**config.mk**
```make
export PLATFORM = sky130hd
export DESIGN_NAME = decode_stage
export DESIGN_NICKNAME = d
export VERILOG_FILES = /design/src/rtl/riscv_pkg.sv /design/src/rtl/decode_comb.sv /design/src/rtl/decode_stage.sv
export SDC_FILE = /design/constraint.sdc
export NUM_CORES = 1
export LEC_CHECK = 0
export ABC_AREA = 1
export CAP_MARGIN = 20
export CORE_UTILIZATION = 40
export CTS_CLUSTER_SIZE = 16
export DETAILED_ROUTE_END_ITERATION = 8
export PLACE_DENSITY_LB_ADDON = 0.1
export SLEW_MARGIN = 20
export SYNTH_ARGS = -nofsm -noshare
export SYNTH_HDL_FRONTEND = slang
export SYNTH_SLANG_ARGS = --single-unit
```
**constraint.sdc**
```tcl
create_clock -name clk -period 5.9 [get_ports clk]
set_input_delay 0.885 -clock clk [delete_from_list [all_inputs] [get_ports clk]]
set_output_delay 0.885 -clock clk [all_outputs]
set_load 0.005 [all_outputs]
```
**src/rtl/riscv_pkg.sv**
```systemverilog
// Shared RV32 decode constants, ALU opcodes and helpers for decode and ALU.
// Used by decode_stage; see decode_comb for the ILLEGAL_INSN_EN option.
package riscv_pkg;

    localparam logic [6:0] OPC_OP     = 7'b0110011;
    localparam logic [6:0] OPC_OP_IMM = 7'b0010011;
    localparam logic [6:0] OPC_LUI    = 7'b0110111;
    localparam logic [6:0] OPC_AUIPC  = 7'b0010111;

    localparam logic [31:0] NOP_VALUE = 32'h0000_0013;
    localparam logic [6:0]  F7_BASE   = 7'b0000000;
    localparam logic [6:0]  F7_ALT    = 7'b0100000;

    typedef enum logic [3:0] {
        ALU_NONE, ALU_ADD, ALU_SUB, ALU_XOR, ALU_OR, ALU_AND,
        ALU_SLL, ALU_SRL, ALU_SRA, ALU_SLT, ALU_SLTU
    } alu_sel_e;

    typedef struct packed {
        alu_sel_e    alu_sel;
        logic [4:0]  rs1;
        logic [4:0]  rs2;
        logic [4:0]  rd;
        logic [31:0] imm;
        logic        a_is_pc;
        logic        b_is_imm;
        logic        reg_we;
        logic        illegal;
    } dec_t;

    function automatic alu_sel_e alu_of(input logic [2:0] f3, input logic alt);
        alu_sel_e s;
        unique case (f3)
            3'b000:  s = alt ? ALU_SUB : ALU_ADD;
            3'b001:  s = ALU_SLL;
            3'b010:  s = ALU_SLT;
            3'b011:  s = ALU_SLTU;
            3'b100:  s = ALU_XOR;
            3'b101:  s = alt ? ALU_SRA : ALU_SRL;
            3'b110:  s = ALU_OR;
            default: s = ALU_AND;
        endcase
        return s;
    endfunction

    // funct7 only constrains OP and the OP-IMM shifts; elsewhere it is immediate.
    function automatic logic insn_legal(input logic [31:0] insn);
        logic [6:0] opc;
        logic [6:0] f7;
        logic [2:0] f3;
        logic       ok;
        opc = insn[6:0];
        f7  = insn[31:25];
        f3  = insn[14:12];
        ok  = 1'b0;
        if (opc == OPC_OP) begin
            ok = (f7 == F7_BASE)
              || (f7 == F7_ALT && (f3 == 3'b000 || f3 == 3'b101));
        end else if (opc == OPC_OP_IMM) begin
            if (f3 == 3'b001)
                ok = (f7 == F7_BASE);
            else if (f3 == 3'b101)
                ok = (f7 == F7_BASE) || (f7 == F7_ALT);
            else
                ok = 1'b1;
        end else begin
            ok = (opc == OPC_LUI) || (opc == OPC_AUIPC);
        end
        return ok;
    endfunction

endpackage

```
**src/rtl/decode_comb.sv**
```systemverilog
// Combinational RV32 instruction -> decoded bundle.
// ILLEGAL_INSN_EN: pass illegal encodings flagged instead of substituting NOP_INSN.
module decode_comb
    import riscv_pkg::*;
#(
    parameter logic [31:0] NOP_INSN = NOP_VALUE
) (
    input  logic [31:0] insn,
    output dec_t        dec
);

    logic [31:0] insn_eff;
    logic [6:0]  opc;
    logic [2:0]  f3;
    logic        legal;
    logic        shift;

    always_comb begin
        insn_eff = insn;
`ifndef ILLEGAL_INSN_EN
        if (!insn_legal(insn))
            insn_eff = NOP_INSN;
`endif
    end

    assign opc   = insn_eff[6:0];
    assign f3    = insn_eff[14:12];
    assign legal = insn_legal(insn_eff);
    assign shift = (f3 == 3'b001) || (f3 == 3'b101);

    always_comb begin
        dec = '0;
        unique case (1'b1)
            legal && opc == OPC_OP: begin
                dec.alu_sel = alu_of(f3, insn_eff[30]);
                dec.rs1     = insn_eff[19:15];
                dec.rs2     = insn_eff[24:20];
                dec.rd      = insn_eff[11:7];
            end
            legal && opc == OPC_OP_IMM: begin
                dec.alu_sel  = alu_of(f3, insn_eff[30] && f3 == 3'b101);
                dec.rs1      = insn_eff[19:15];
                dec.rd       = insn_eff[11:7];
                dec.b_is_imm = 1'b1;
                dec.imm      = shift ? {27'b0, insn_eff[24:20]}
                                     : {{20{insn_eff[31]}}, insn_eff[31:20]};
            end
            legal && (opc == OPC_LUI || opc == OPC_AUIPC): begin
                dec.alu_sel  = ALU_ADD;
                dec.rd       = insn_eff[11:7];
                dec.b_is_imm = 1'b1;
                dec.a_is_pc  = (opc == OPC_AUIPC);
                dec.imm      = {insn_eff[31:12], 12'b0};
            end
            default: dec.illegal = 1'b1;
        endcase
        dec.reg_we = legal && (dec.rd != 5'd0);
`ifndef ILLEGAL_INSN_EN
        dec.illegal = 1'b0;
`endif
    end

endmodule

```
**src/rtl/decode_stage.sv**
```systemverilog
// Decode pipeline stage: valid/ready register around decode_comb.
// Macro ILLEGAL_INSN_EN selects illegal-instruction pass-through in decode_comb.
module decode_stage
    import riscv_pkg::*;
#(
    parameter logic [31:0] NOP_INSN = NOP_VALUE
) (
    input  logic        clk,
    input  logic        rst,
    input  logic        in_valid,
    output logic        in_ready,
    input  logic [31:0] in_insn,
    input  logic [31:0] in_pc,
    input  logic        flush,
    output logic        out_valid,
    input  logic        out_ready,
    output logic [31:0] out_pc,
    output logic [3:0]  out_alu_sel,
    output logic [4:0]  out_rs1,
    output logic [4:0]  out_rs2,
    output logic [4:0]  out_rd,
    output logic [31:0] out_imm,
    output logic        out_a_is_pc,
    output logic        out_b_is_imm,
    output logic        out_reg_we,
    output logic        out_illegal
);

    dec_t        dec;
    dec_t        dec_d, dec_q;
    logic [31:0] pc_d, pc_q;
    logic        valid_d, valid_q;
    logic        accept;

    decode_comb #(.NOP_INSN(NOP_INSN)) u_comb (
        .insn (in_insn),
        .dec  (dec)
    );

    assign in_ready = !valid_q || out_ready;
    assign accept   = in_valid && in_ready && !flush;

    always_comb begin
        valid_d = valid_q;
        pc_d    = pc_q;
        dec_d   = dec_q;
        if (flush) begin
            valid_d = 1'b0;
        end else if (accept) begin
            valid_d = 1'b1;
            pc_d    = in_pc;
            dec_d   = dec;
        end else if (out_ready) begin
            valid_d = 1'b0;
        end
    end

    always_ff @(posedge clk or posedge rst) begin
        if (rst) begin
            valid_q <= 1'b0;
            pc_q    <= '0;
            dec_q   <= '0;
        end else begin
            valid_q <= valid_d;
            pc_q    <= pc_d;
            dec_q   <= dec_d;
        end
    end

    assign out_valid    = valid_q;
    assign out_pc       = pc_q;
    assign out_alu_sel  = dec_q.alu_sel;
    assign out_rs1      = dec_q.rs1;
    assign out_rs2      = dec_q.rs2;
    assign out_rd       = dec_q.rd;
    assign out_imm      = dec_q.imm;
    assign out_a_is_pc  = dec_q.a_is_pc;
    assign out_b_is_imm = dec_q.b_is_imm;
    assign out_reg_we   = dec_q.reg_we;
    assign out_illegal  = dec_q.illegal;

endmodule

```
-- After elaboration in Yosys (flattened, before gate mapping)
Index checks and enable logic that the tools add are counted.
- bits of input ports: 69
- output and inout port bits: 89
- register bits after elaboration: 87
- logic and storage cells: 86
- bitwise operators: 1
- mux-type cells: 26
- reductions and logical operators: 31
- eq/ne operators: 18
- operators by type and width (kind ; count):
    2-to-1 mux 32 bit ; 2
    case mux 32 bit (2 select lines) ; 1
    case mux 4 bit (7 select lines) ; 2
    equality test 7 x 6 -> 1 bit, second input constant ; 6
    equality test 7 x 5 -> 1 bit, second input constant ; 4
    2-to-1 mux 5 bit ; 3
    zero test 7 bit ; 2
    2-to-1 mux 1 bit ; 13
    equality test 3 bit, second input constant ; 4
    case mux 4 bit (3 select lines) ; 1
    logical OR 1 bit ; 10
    logical AND 1 bit ; 9
    2-to-1 mux 4 bit ; 2
    equality test 3 x 1 -> 1 bit, second input constant ; 2
    equality test 3 x 2 -> 1 bit, second input constant ; 2
    zero test 3 bit ; 2
    nonzero test 5 bit ; 1
    2-to-1 mux 2 bit ; 2
    OR reduction 2 bit ; 2
    nonzero test 3 bit ; 1
    OR reduction 3 bit ; 1
    zero test 1 bit ; 2
    AND reduction 2 bit ; 1
    NOT 1 bit ; 1

-- Depth between registers and ports, before layout
Gate-level depths: netlist (run 1).
- depth after elaboration: 18
- gate-level depth with buffers: 15
- depth with buffers taken out: 14

-- Modules after synthesis
Synthesis (run 1) repeated with hierarchy kept, for this count alone.
- cell total of the unflattened synthesis: 530
- area total of the unflattened synthesis: 4302.9 µm²
- modules (own cells, without submodules) (module ; instances ; area each (µm²) ; cells an instance ; sequential area each (µm²)):
    decode_stage ; 1 ; 3473.3 ; 383 ; 2202.1
    decode_comb ; 1 ; 829.5 ; 147 ; 0.0

-- Worst setup path after synthesis (run 1)
OpenSTA, ideal clock, no wires.
- kind: input port to flip-flop
- start point: input in_insn[14]
- end point: register dec_q, in the netlist out_alu_sel[0]
- buffers on the path: 2
- library setup time: 0.120 ns
- stages: 13
- slack: 3.702 ns
- data required time: 5.780 ns
- data arrival time: 2.078 ns
- path through: buf_2 -> inv_1 -> o21ai_0 -> nand2_1 -> o21bai_2 -> nand2_4 -> nand2_4 -> buf_8 -> nand3_1 -> inv_1 -> nand2_1 -> a21oi_2 -> a21oi_2
- word-level cells in the longest chain between the ends: 14
- elaborated cells on any way between the ends: 44
- those cells by class: 13 x eq/ne; 16 x mux; 15 x reduce/logical
- RTL lines (element ; RTL line ; source):
    start, declared ; decode_stage.sv:12 ; input logic [31:0] in_insn,
    equality test 3 bit / zero test 3 bit (equally long branches) ; riscv_pkg.sv:58, riscv_pkg.sv:62 ;
    2-to-1 mux 1 bit / logical OR 1 bit (equally long branches) ; riscv_pkg.sv:62, riscv_pkg.sv:58 ;
    2-to-1 mux 1 bit / logical AND 1 bit (equally long branches) ; riscv_pkg.sv:60, riscv_pkg.sv:58 ;
    2-to-1 mux 1 bit / logical OR 1 bit (equally long branches) ; riscv_pkg.sv:59, riscv_pkg.sv:58 ;
    2-to-1 mux 1 bit ; riscv_pkg.sv:56 ; if (opc == OPC_OP) begin
    2-to-1 mux 32 bit (*) ; decode_comb.sv:21 ; if (!insn_legal(insn))
    equality test 7 x 6 -> 1 bit / zero test 7 bit (equally long branches) ; n/a ;
    logical OR 1 bit ; riscv_pkg.sv:63 ; ok = (f7 == F7_BASE) || (f7 == F7_ALT);
    2-to-1 mux 1 bit ; riscv_pkg.sv:62 ; else if (f3 == 3'b101)
    2-to-1 mux 1 bit ; riscv_pkg.sv:60 ; if (f3 == 3'b001)
    2-to-1 mux 1 bit ; riscv_pkg.sv:59 ; end else if (opc == OPC_OP_IMM) begin
    2-to-1 mux 1 bit ; riscv_pkg.sv:56 ;
    logical AND 1 bit (on tied branches) ; decode_comb.sv:48, decode_comb.sv:34, decode_comb.sv:40 ;
    case mux 4 bit (3 select lines) (*) ; decode_comb.sv:33 ; unique case (1'b1)
    end signal, assigned ; decode_stage.sv:62 ; dec_q <= '0;
    end signal, assigned ; decode_stage.sv:66 ; dec_q <= dec_d;
    end, declared ; decode_stage.sv:30 ; dec_t dec_d, dec_q;
Every way passes the cells marked *; elsewhere a longest branch is shown, timed or not.
A chain may end at the register's enable or synchronous reset.

-- Final worst setup path (run 1)
- start point: input in_valid
- end point: register dec_q, in the netlist out_rs1[3]
- word-level cells in the longest chain between the ends: 3
- RTL lines (element ; RTL line ; source):
    start, declared ; decode_stage.sv:10 ; input logic in_valid,
    logical AND 1 bit (2 in series) ; decode_stage.sv:41 ; assign accept = in_valid && in_ready && !flush;
    AND reduction 2 bit (no source line) ; n/a ;
Every way passes these cells.

==> key figures, run 1 <==
Clocking
  – Hold_buf cts: 0
  – Worst-path clk slew: 0.09 ns
  – CTS sink cnt: 87
  – CTS tree: built
  – Clock buffer count from CTS: 9
  – Post-CTS setup buffers: 0
  – PostCTS Resize Cnt: 0
  – Root buffer cell: clkbuf_8
  – Max Buffers Root-to-Sink: 2
  – Clock latency on the worst-skew pair: 0.35 ns
  – H-tree depth: 3

GRT
  – Total GRT Usage: 0.2017
  – Antenna violations before repair: 0
  – GR Overflow Total: 0
  – Largest net degree at the start of global routing: 88
  – First-pass GRT wire length: 15.60 mm
  – Vias in the first global route: 3,290

Routing
  – Residual DRC: 0
  – Total wire length: 9.331 mm
  – Wire per inst: 13.07 um
  – Routed via count: 3,350
  – DRT iter0 DRCs: 169
  – 1st-pass router iterations: 4
  – Post-DRT Antenna Nets: 0
  – Vias per inst: 4.692

Placement
  – HPWL Detailed: 6.477 mm
  – Placer's final routability congestion estimate: 0.7712
  – Port bufs: 156
  – Pre-CTS setup slack: 2.378 ns

Logic synthesis
  – Compound-Gate Fraction of Synth Area: 0.1033
  – Adder-Cell Fraction of Synth Area: 0
  – Syn_nets: 517
  – Xor and xnor area share after synthesis: 0
  – YS warnings: 0
  – Top cells by area, synth: dfrtp_1 (58%), nand2_1 (17%), o21ai_0 (7.3%), inv_1 (5.5%), clkbuf_1 (1.5%)
  – Area share of the leading cell type in the synthesized netlist: 0.5779
  – Synth cell types: 27
  – Post-Synth Simple-Gate Area: 0.2375
  – Syn Area/Cell: 8.409 um^2
  – Largest family of logic cells by synthesized area: simple AND/OR/NAND/NOR gates
  – Multiplexer share of the synthesized area: 0
  – Cell area after synthesis: 3767 um^2
  – Syn Inst Count: 448
  – Seq/Total Area, Yosys: 0.5779
  – Synth Register Bits: 87
  – Area leader, netlist: dfrtp_1

Worst setup path
  – Crit path largest cell delay: 0.90 ns
  – Crit end category: register
  – Slowest cell on crit path: clkinv_2
  – Crit-path max FO: 68
  – Required @ worst endpoint: 6.17 ns
  – Crit path from: in_valid
  – Crit path kind: in -> reg
  – Top delay family on crit path: buffers and inverters
  – Startpoint types: input pin
  – R2R setup slack: 3.03 ns
  – WP buf/inv: 4
  – Crit path DAT: 3.76 ns
  – Crit Reg-Reg Startpoint: out_valid
  – CP cell instances: clkdlybuf4s50_1, inv_1, nor3_2, buf_4, clkinv_2, nor2_1, nand2_1, o21ai_0

Floorplanning
  – Die height: 99.05 um
  – Die Area: 9811 um^2
  – Die X-Extent: 99.05 um
  – Ports: 158
  – Core area: 9196 um^2
  – Initial core utilization: 0.4097
  – FP Rows: 35

Finish
  – Share of post-route cells with drive strength above 1: 0.05804
  – Nets@finish: 667
  – Utilization after layout: 0.6101
  – Layout overhead on the synthesized area: 48.92%
  – Fillers: 820
  – Antenna fix cells: 0

STA
  – Final hold vios: 0
  – PnR worst setup slack: 2.409 ns
  – Final setup TNS: 0 ns
  – Slew Viols, Final: 0
  – Final setup fails: 0
  – Final critical-path required period: 3.491 ns
  – Fin crit share: 0.5917
  – FMAX: 286.5 MHz
  – Slew HR: 0.3674
  – Least-Margin Pin Slew: 0.9478 ns
  – Clock Skews: 0.01394 ns
  – RSZ-0062 raised after global routing: no

Hold path
  – Tightest Hold Check Type: reg -> reg
  – Min-delay src: out_pc[22]

Run
  – Maxcap violations: 0

Power
  – PwrDens: 245.2 nW/um^2
  – Static Leak: 0.002714 uW
  – Peak supply drop: 0.1187 mV

Run status
  – Status: complete, no violations
-- Yosys cell counts --
cell type	count
nand2_1	169
o21ai_0	55
inv_2	2
buf_2	1
o31ai_1	1
conb_1	1
nand3_1	10
o21bai_2	1
nand2_2	2
nand3_4	1
nand2_4	2
nand4_2	1
a21oi_2	2
dfrtp_1	87
nor2_1	15
o21ai_1	11
inv_1	55
buf_4	1
clkbuf_1	15
a21oi_1	1
a22o_1	2
buf_8	1
clkbuf_2	1
nor3_1	3
nor2_8	1
nor2_4	2
nand4_1	5
-- cells in the final DEF (no fill, tap or decap), drive strengths merged --
| cell | Yosys | routed |
|---|---|---|
| clkdlybuf4s50 | 0 | 156 |
| o21bai | 1 | 1 |
| conb | 1 | 1 |
| nand4 | 6 | 6 |
| nand3 | 11 | 11 |
| clkbuf | 16 | 10 |
| o31ai | 1 | 1 |
| nor2 | 18 | 18 |
| inv | 57 | 56 |
| clkinv | 0 | 4 |
| bufinv | 0 | 1 |
| o21ai | 66 | 66 |
| clkinvlp | 0 | 2 |
| a21oi | 3 | 3 |
| buf | 3 | 2 |
| nor3 | 3 | 3 |
| dfrtp | 87 | 87 |
| nand2 | 173 | 173 |
| a22o | 2 | 2 |
-- worst register-to-register path: stages (launching register included) --
cell and delay [ns]:
dfrtp_1 0.38, inv_1 0.05, nor2_1 0.05, nor3_2 0.10
buf_4 0.47, clkinv_2 0.91, nor2_1 0.48, nand2_1 0.19
o21ai_0 0.18
-- stage by stage --
stage	power, uW	hold slack (ns)	instance area, um^2	std cells
after floorplan	779.7	0.4654	3767	448
after global routing	1457	0.5087	5610	714
after detailed placement	968.1	0.4575	5400	698
final	1376	0.4752	5610	714
after CTS	1391	0.4803	5605	714
after global placement	965.6	0.4542	5400	698
-- per-layer routing --
metal	track usage	wire length, um	vias up
met4	0.06222	144	0
met5	0	0	-
met2	0.3228	4319	116
met3	0.06099	584	11
met1	0.2650	4282	1538
li1	-	-	1685
-- state kept, by name (all words and copies together) (netlist names) --
register / cells
out_rs1: 5
out_reg_we: 1
out_b_is_imm: 1
out_rs2: 5
out_alu_sel: 4
out_valid: 1
out_rd: 5
out_pc: 32
out_a_is_pc: 1
out_imm: 32
-- final cells by class --
class / instances / area (um^2) / area share
inverters: 57 / 216.5 / 0.03858
repair buffers: 158 / 1580 / 0.2817
flip-flops and latches: 87 / 2177 / 0.3880
multi-input cells: 285 / 1292 / 0.2304
well taps: 111 / 138.9 / 0.02475
clock inverters: 6 / 67.56 / 0.01204
clock buffers: 10 / 137.6 / 0.02453
-- cells by family (layout without fill, tap and decap cells) --
group,after synthesis,after routing
buffers and inverters,76,231
and+or+nand+nor,211,211
other,1,1
DFF,87,87
AOI/OAI and AO/OA,73,73
-- where the power goes --
group	internal (uW)	switching (uW)
Sequential	652	33.0
Clock	209	212
Combinational	162	108
Total	1020	353
-- worst paths after layout --
| path | to | depth (start not counted) |
|---|---|---|
| min reg2reg | out_pc[22] | 2 |
| max | out_rs1[3] | 8 |
| min | out_pc[22] | 2 |
| min in group asynchronous | out_pc[2] | 3 |
| max reg2reg | out_rs1[3] | 8 |
| max in group asynchronous | out_rs2[0] | 3 |
Note: power is estimated with default switching activity, not from simulation.
==> run 2: changes to the inputs <==
CORE_UTILIZATION = 39   (was 40)
clock period = 3.1 ns   (was 5.9 ns; I/O delays follow)
==> run 2 against run 1 <==
Die area up 2.5%; sequential share of layout area fell by 0.32 points; first-iteration DRC count shrank 34%; register-to-register slack worse by 1.7 ns; largest power group unchanged; highest routed layer unchanged.
==> key figures, run 2 (synthesis gave the netlist of run 1 again) <==
Run status
  – Status: complete, no violations

Clocking
  – Worst-path clk slew: 0.09 ns
  – CTS sink cnt: 87
  – H-tree depth: 3
  – Clock latency on the worst-skew pair: 0.35 ns
  – Post-CTS setup buffers: 0
  – Hold_buf cts: 0
  – PostCTS Resize Cnt: 0
  – CTS tree: built
  – Clock buffer count from CTS: 9
  – Root buffer cell: clkbuf_8
  – Max Buffers Root-to-Sink: 2

Floorplanning
  – Die Area: 10,060 um^2
  – Ports: 158
  – FP Rows: 35
  – Die height: 100.3 um
  – Core area: 9284 um^2
  – Die X-Extent: 100.3 um
  – Initial core utilization: 0.4058

Routing
  – Post-DRT Antenna Nets: 0
  – Total wire length: 9.615 mm
  – Routed via count: 3,421
  – DRT iter0 DRCs: 111
  – Wire per inst: 13.10 um
  – Vias per inst: 4.661
  – 1st-pass router iterations: 4
  – Residual DRC: 0

STA
  – WHS: 0.4493 ns
  – Least-Margin Pin Slew: 0.6169 ns
  – Slew HR: 0.5883
  – Final setup TNS: 0 ns
  – RSZ-0062 raised after global routing: no
  – Final hold vios: 0
  – Slew Viols, Final: 0
  – Final setup fails: 0
  – Fin crit share: 0.7060
  – Final critical-path required period: 2.189 ns
  – FMAX: 456.9 MHz
  – Clock Skews: 0.008238 ns

Power
  – PwrDens: 465.0 nW/um^2
  – Static Leak: 0.002731 uW
  – Peak supply drop: 0.2813 mV

GRT
  – Largest net degree at the start of global routing: 61
  – First-pass GRT wire length: 15.99 mm
  – GR Overflow Total: 0
  – Antenna violations before repair: 0
  – Total GRT Usage: 0.2032
  – Vias in the first global route: 3,333

Placement
  – HPWL Detailed: 6.883 mm
  – Port bufs: 156
  – Placer's final routability congestion estimate: 0.8028
  – Placed inst area: 5450 um^2

Worst setup path
  – Required @ worst endpoint: 3.38 ns
  – Crit end category: register
  – Startpoint types: input pin
  – Crit path kind: in -> reg
  – Crit-path max FO: 14
  – Crit path DAT: 2.47 ns

Finish
  – Fillers: 836
  – Multi-input gate area: 1292 um^2
  – Utilization after layout: 0.6093
  – Seq. cell area: 2177 um^2
  – Share of post-route cells with drive strength above 1: 0.06116
  – Antenna fix cells: 0
  – Layout overhead on the synthesized area: 50.15%
  – Commonest cells after routing, fill and taps aside: nand2_1 (169), clkdlybuf4s50_1 (156), dfrtp_1 (87)
  – Commonest non-fill, non-tap cell in the layout: nand2_1
  – Nets@finish: 669
  – Final Cell Area: 5657 um^2

Hold path
  – Tightest Hold Check Type: in -> async

Run
  – Maxcap violations: 0
run 2: cell count changes in the layout (fill, tap and decap cells not counted), sizes merged:
cell      delta
buf          +2
clkinvlp     -1
inv          +1
run 2: power breakdown:
| group | switching, uW | internal, uW |
|---|---|---|
| clock | 407 | 399 |
| combinational | 210 | 311 |
| sequential | 61.2 | 1240 |
| total | 678 | 1950 |
run 2: worst paths after layout:
kind | start | end | slack [ns] | cells past startpoint
hold reg to reg | out_pc[29] | out_pc[29] | 0.48 | 2
setup / recovery | in_insn[14] | out_imm[7] | 0.91 | 11
hold / removal | rst | out_pc[10] | 0.45 | 2
setup reg to reg | out_valid | out_rs1[3] | 1.28 | 7
max in group asynchronous | rst | out_b_is_imm | 1.99 | 3
min in group clk | out_pc[29] | out_pc[29] | 0.48 | 2
run 2: area by class of cell:
type / instances / share of cell area
inverters: 57 / 0.03804
clock buffers: 10 / 0.02433
flip-flops and latches: 87 / 0.3849
multi-input cells: 285 / 0.2285
repair buffers: 160 / 0.2836
clock inverters: 6 / 0.01217
well taps: 129 / 0.02853
run 2: critical path, cell delays in order:
cell	delay, ns
clkdlybuf4s50_1	0.68
inv_1	0.15
o21ai_0	0.11
nand2_1	0.09
o21bai_2	0.18
nand2_4	0.10
nand2_4	0.16
inv_2	0.08
nor2_8	0.17
nand3_4	0.13
o21ai_1	0.15
run 2: metrics by stage:
stage                     total power (uW)  instances  setup WS [ns]
after floorplan                       1484        448         0.3848
after global placement                1844        718         0.6113
after detailed placement              1850        718         0.5651
after CTS                             2667        734         0.9330
after global routing                  2778        734         0.7480
final                                 2630        734         0.9114
run 2: routing by layer:
layer / vias up / track usage / share of wire
li1: 1689 / - / -
met1: 1586 / 0.2747 / 0.45
met2: 134 / 0.3151 / 0.46
met3: 12 / 0.05571 / 0.075
met4: 0 / 0.07135 / 0.014
met5: - / 0 / 0
==> run 3: changes to the inputs <==
clock period = 1.9 ns   (was 3.1 ns; I/O delays follow)
==> run 3 against run 2 <==
Flip-flop and latch count unchanged; worst setup slack worse by 0.78 ns; die area unchanged; non-clock buffer count up 30; combinational power up 74%; sequential share of layout area down 1.8 points; design area up 4.8%; first-iteration DRC count up 2.7%; sequential power up 63%; utilization up 2.9 points; critical path type unchanged; largest power group unchanged.
==> key figures, run 3 (synthesis gave the netlist of run 1 again) <==
Floorplanning
  – Die Area: 10,060 um^2
  – Initial core utilization: 0.4058
  – FP Rows: 35
  – Core area: 9284 um^2
  – Ports: 158
  – Die X-Extent: 100.3 um
  – Die height: 100.3 um

Routing
  – Total wire length: 10.04 mm
  – Wire per inst: 13.14 um
  – Residual DRC: 0
  – Vias per inst: 4.594
  – 1st-pass router iterations: 4
  – Post-DRT Antenna Nets: 0
  – Routed via count: 3,510
  – DRT iter0 DRCs: 114

Clocking
  – CTS tree: built
  – CTS sink cnt: 87
  – Post-CTS setup buffers: 0
  – Worst-path clk slew: 0.09 ns
  – Clock buffer count from CTS: 9
  – Max Buffers Root-to-Sink: 2
  – H-tree depth: 3
  – Hold_buf cts: 0
  – Clock latency on the worst-skew pair: 0.35 ns
  – Root buffer cell: clkbuf_8

Worst setup path
  – Crit end category: register
  – Required @ worst endpoint: 2.14 ns
  – Crit path kind: in -> reg
  – Crit-path max FO: 14
  – Startpoint types: input pin
  – Crit path DAT: 2.01 ns

Run
  – Maxcap violations: 0

GRT
  – Vias in the first global route: 3,589
  – Largest net degree at the start of global routing: 61
  – Antenna violations before repair: 0
  – First-pass GRT wire length: 16.42 mm
  – Total GRT Usage: 0.2078
  – GR Overflow Total: 0

STA
  – Fin crit share: 0.9308
  – Final critical-path required period: 1.769 ns
  – WHS: 0.3380 ns
  – Slew Viols, Final: 0
  – Slew HR: 0.6203
  – Final setup fails: 0
  – Least-Margin Pin Slew: 0.5695 ns
  – PnR worst setup slack: 0.1314 ns
  – FMAX: 565.4 MHz
  – Final hold vios: 0
  – Clock Skews: 0.009093 ns

Power
  – Peak supply drop: 0.3701 mV
  – Static Leak: 0.002881 uW
  – PwrDens: 731.0 nW/um^2
  – Tot Pwr: 4334 uW

Finish
  – Share of post-route cells with drive strength above 1: 0.1055
  – Antenna fix cells: 0
  – Commonest non-fill, non-tap cell in the layout: nand2_1
  – Utilization after layout: 0.6387
  – Commonest cells after routing, fill and taps aside: nand2_1 (169), clkdlybuf4s50_1 (156), dfrtp_1 (87)
  – Layout overhead on the synthesized area: 57.39%
  – Nets@finish: 699

Run status
  – Status: complete, no violations

Hold path
  – Tightest Hold Check Type: in -> async

Placement
  – HPWL Detailed: 7.292 mm
  – Port bufs: 156
  – Placer's final routability congestion estimate: 0.8391
  – Pre-CTS setup slack: -0.2064 ns
[run 3: cell count changes in the layout (fill, tap and decap cells not counted), sizes merged]
cell / delta
clkinvlp: +1
inv: +1
clkinv: -3
clkbuf: +1
buf: +30
[run 3: metrics by stage]
step | instances | setup TNS, ns | area (um^2)
CTS | 764 | 0 | 5913
finish | 764 | 0 | 5929
global placement | 748 | -2.879 | 5715
detailed placement | 748 | -5.043 | 5715
floorplan | 448 | 0 | 3771
global route | 764 | -0.01012 | 5929
[run 3: cell type report]
type | instances | area [um^2]
timing repair buffer | 190 | 1867
clock buffer | 11 | 131.4
tap | 129 | 161.4
multi-input combinational | 285 | 1309
inverter | 57 | 217.7
clock inverter | 5 | 66.31
sequential | 87 | 2177
fill | 831 | 3354
[run 3: report_power, final]
part	internal, uW	switching [uW]
registers	2030	96.2
logic	550	357
clock network	626	679
total	3200	1130
[run 3: path summary, 6_finish.rpt]
check / cells past startpoint / to / startpoint / slack (ns)
max: 12 / out_alu_sel[2] / in_insn[4] / 0.13
min: 3 / out_imm[13] / rst / 0.34
max reg2reg: 9 / out_imm[5] / out_valid / 0.34
min reg2reg: 2 / out_pc[18] / out_pc[18] / 0.48
max in group asynchronous: 3 / out_pc[3] / rst / 1.02
min in group clk: 3 / out_pc[8] / in_pc[8] / 0.46
[run 3: repair_timing]
| action | CTS | global route |
|---|---|---|
| endpoints found under the setup margin | 0 | 6 |
| hold endpoints to repair | 0 | 0 |
| gates resized for setup | 0 | 4 |
[run 3: routing by layer]
layer / vias to the layer above / GRT usage / wire length [um]
li1: 1746 / - / -
met1: 1635 / 0.2551 / 4302
met2: 121 / 0.3525 / 4868
met3: 8 / 0.05989 / 780
met4: 0 / 0.06800 / 85
met5: - / 0 / 0
[run 3: critical path, stage by stage]
cell	delay, ns
clkdlybuf4s50_1	0.46
inv_1	0.06
nor2_4	0.11
nand2_1	0.10
nor2_4	0.13
nand3_1	0.09
nand2_1	0.15
nand2_8	0.11
nand4_1	0.14
o21ai_0	0.11
o21ai_0	0.18
nand2_1	0.08
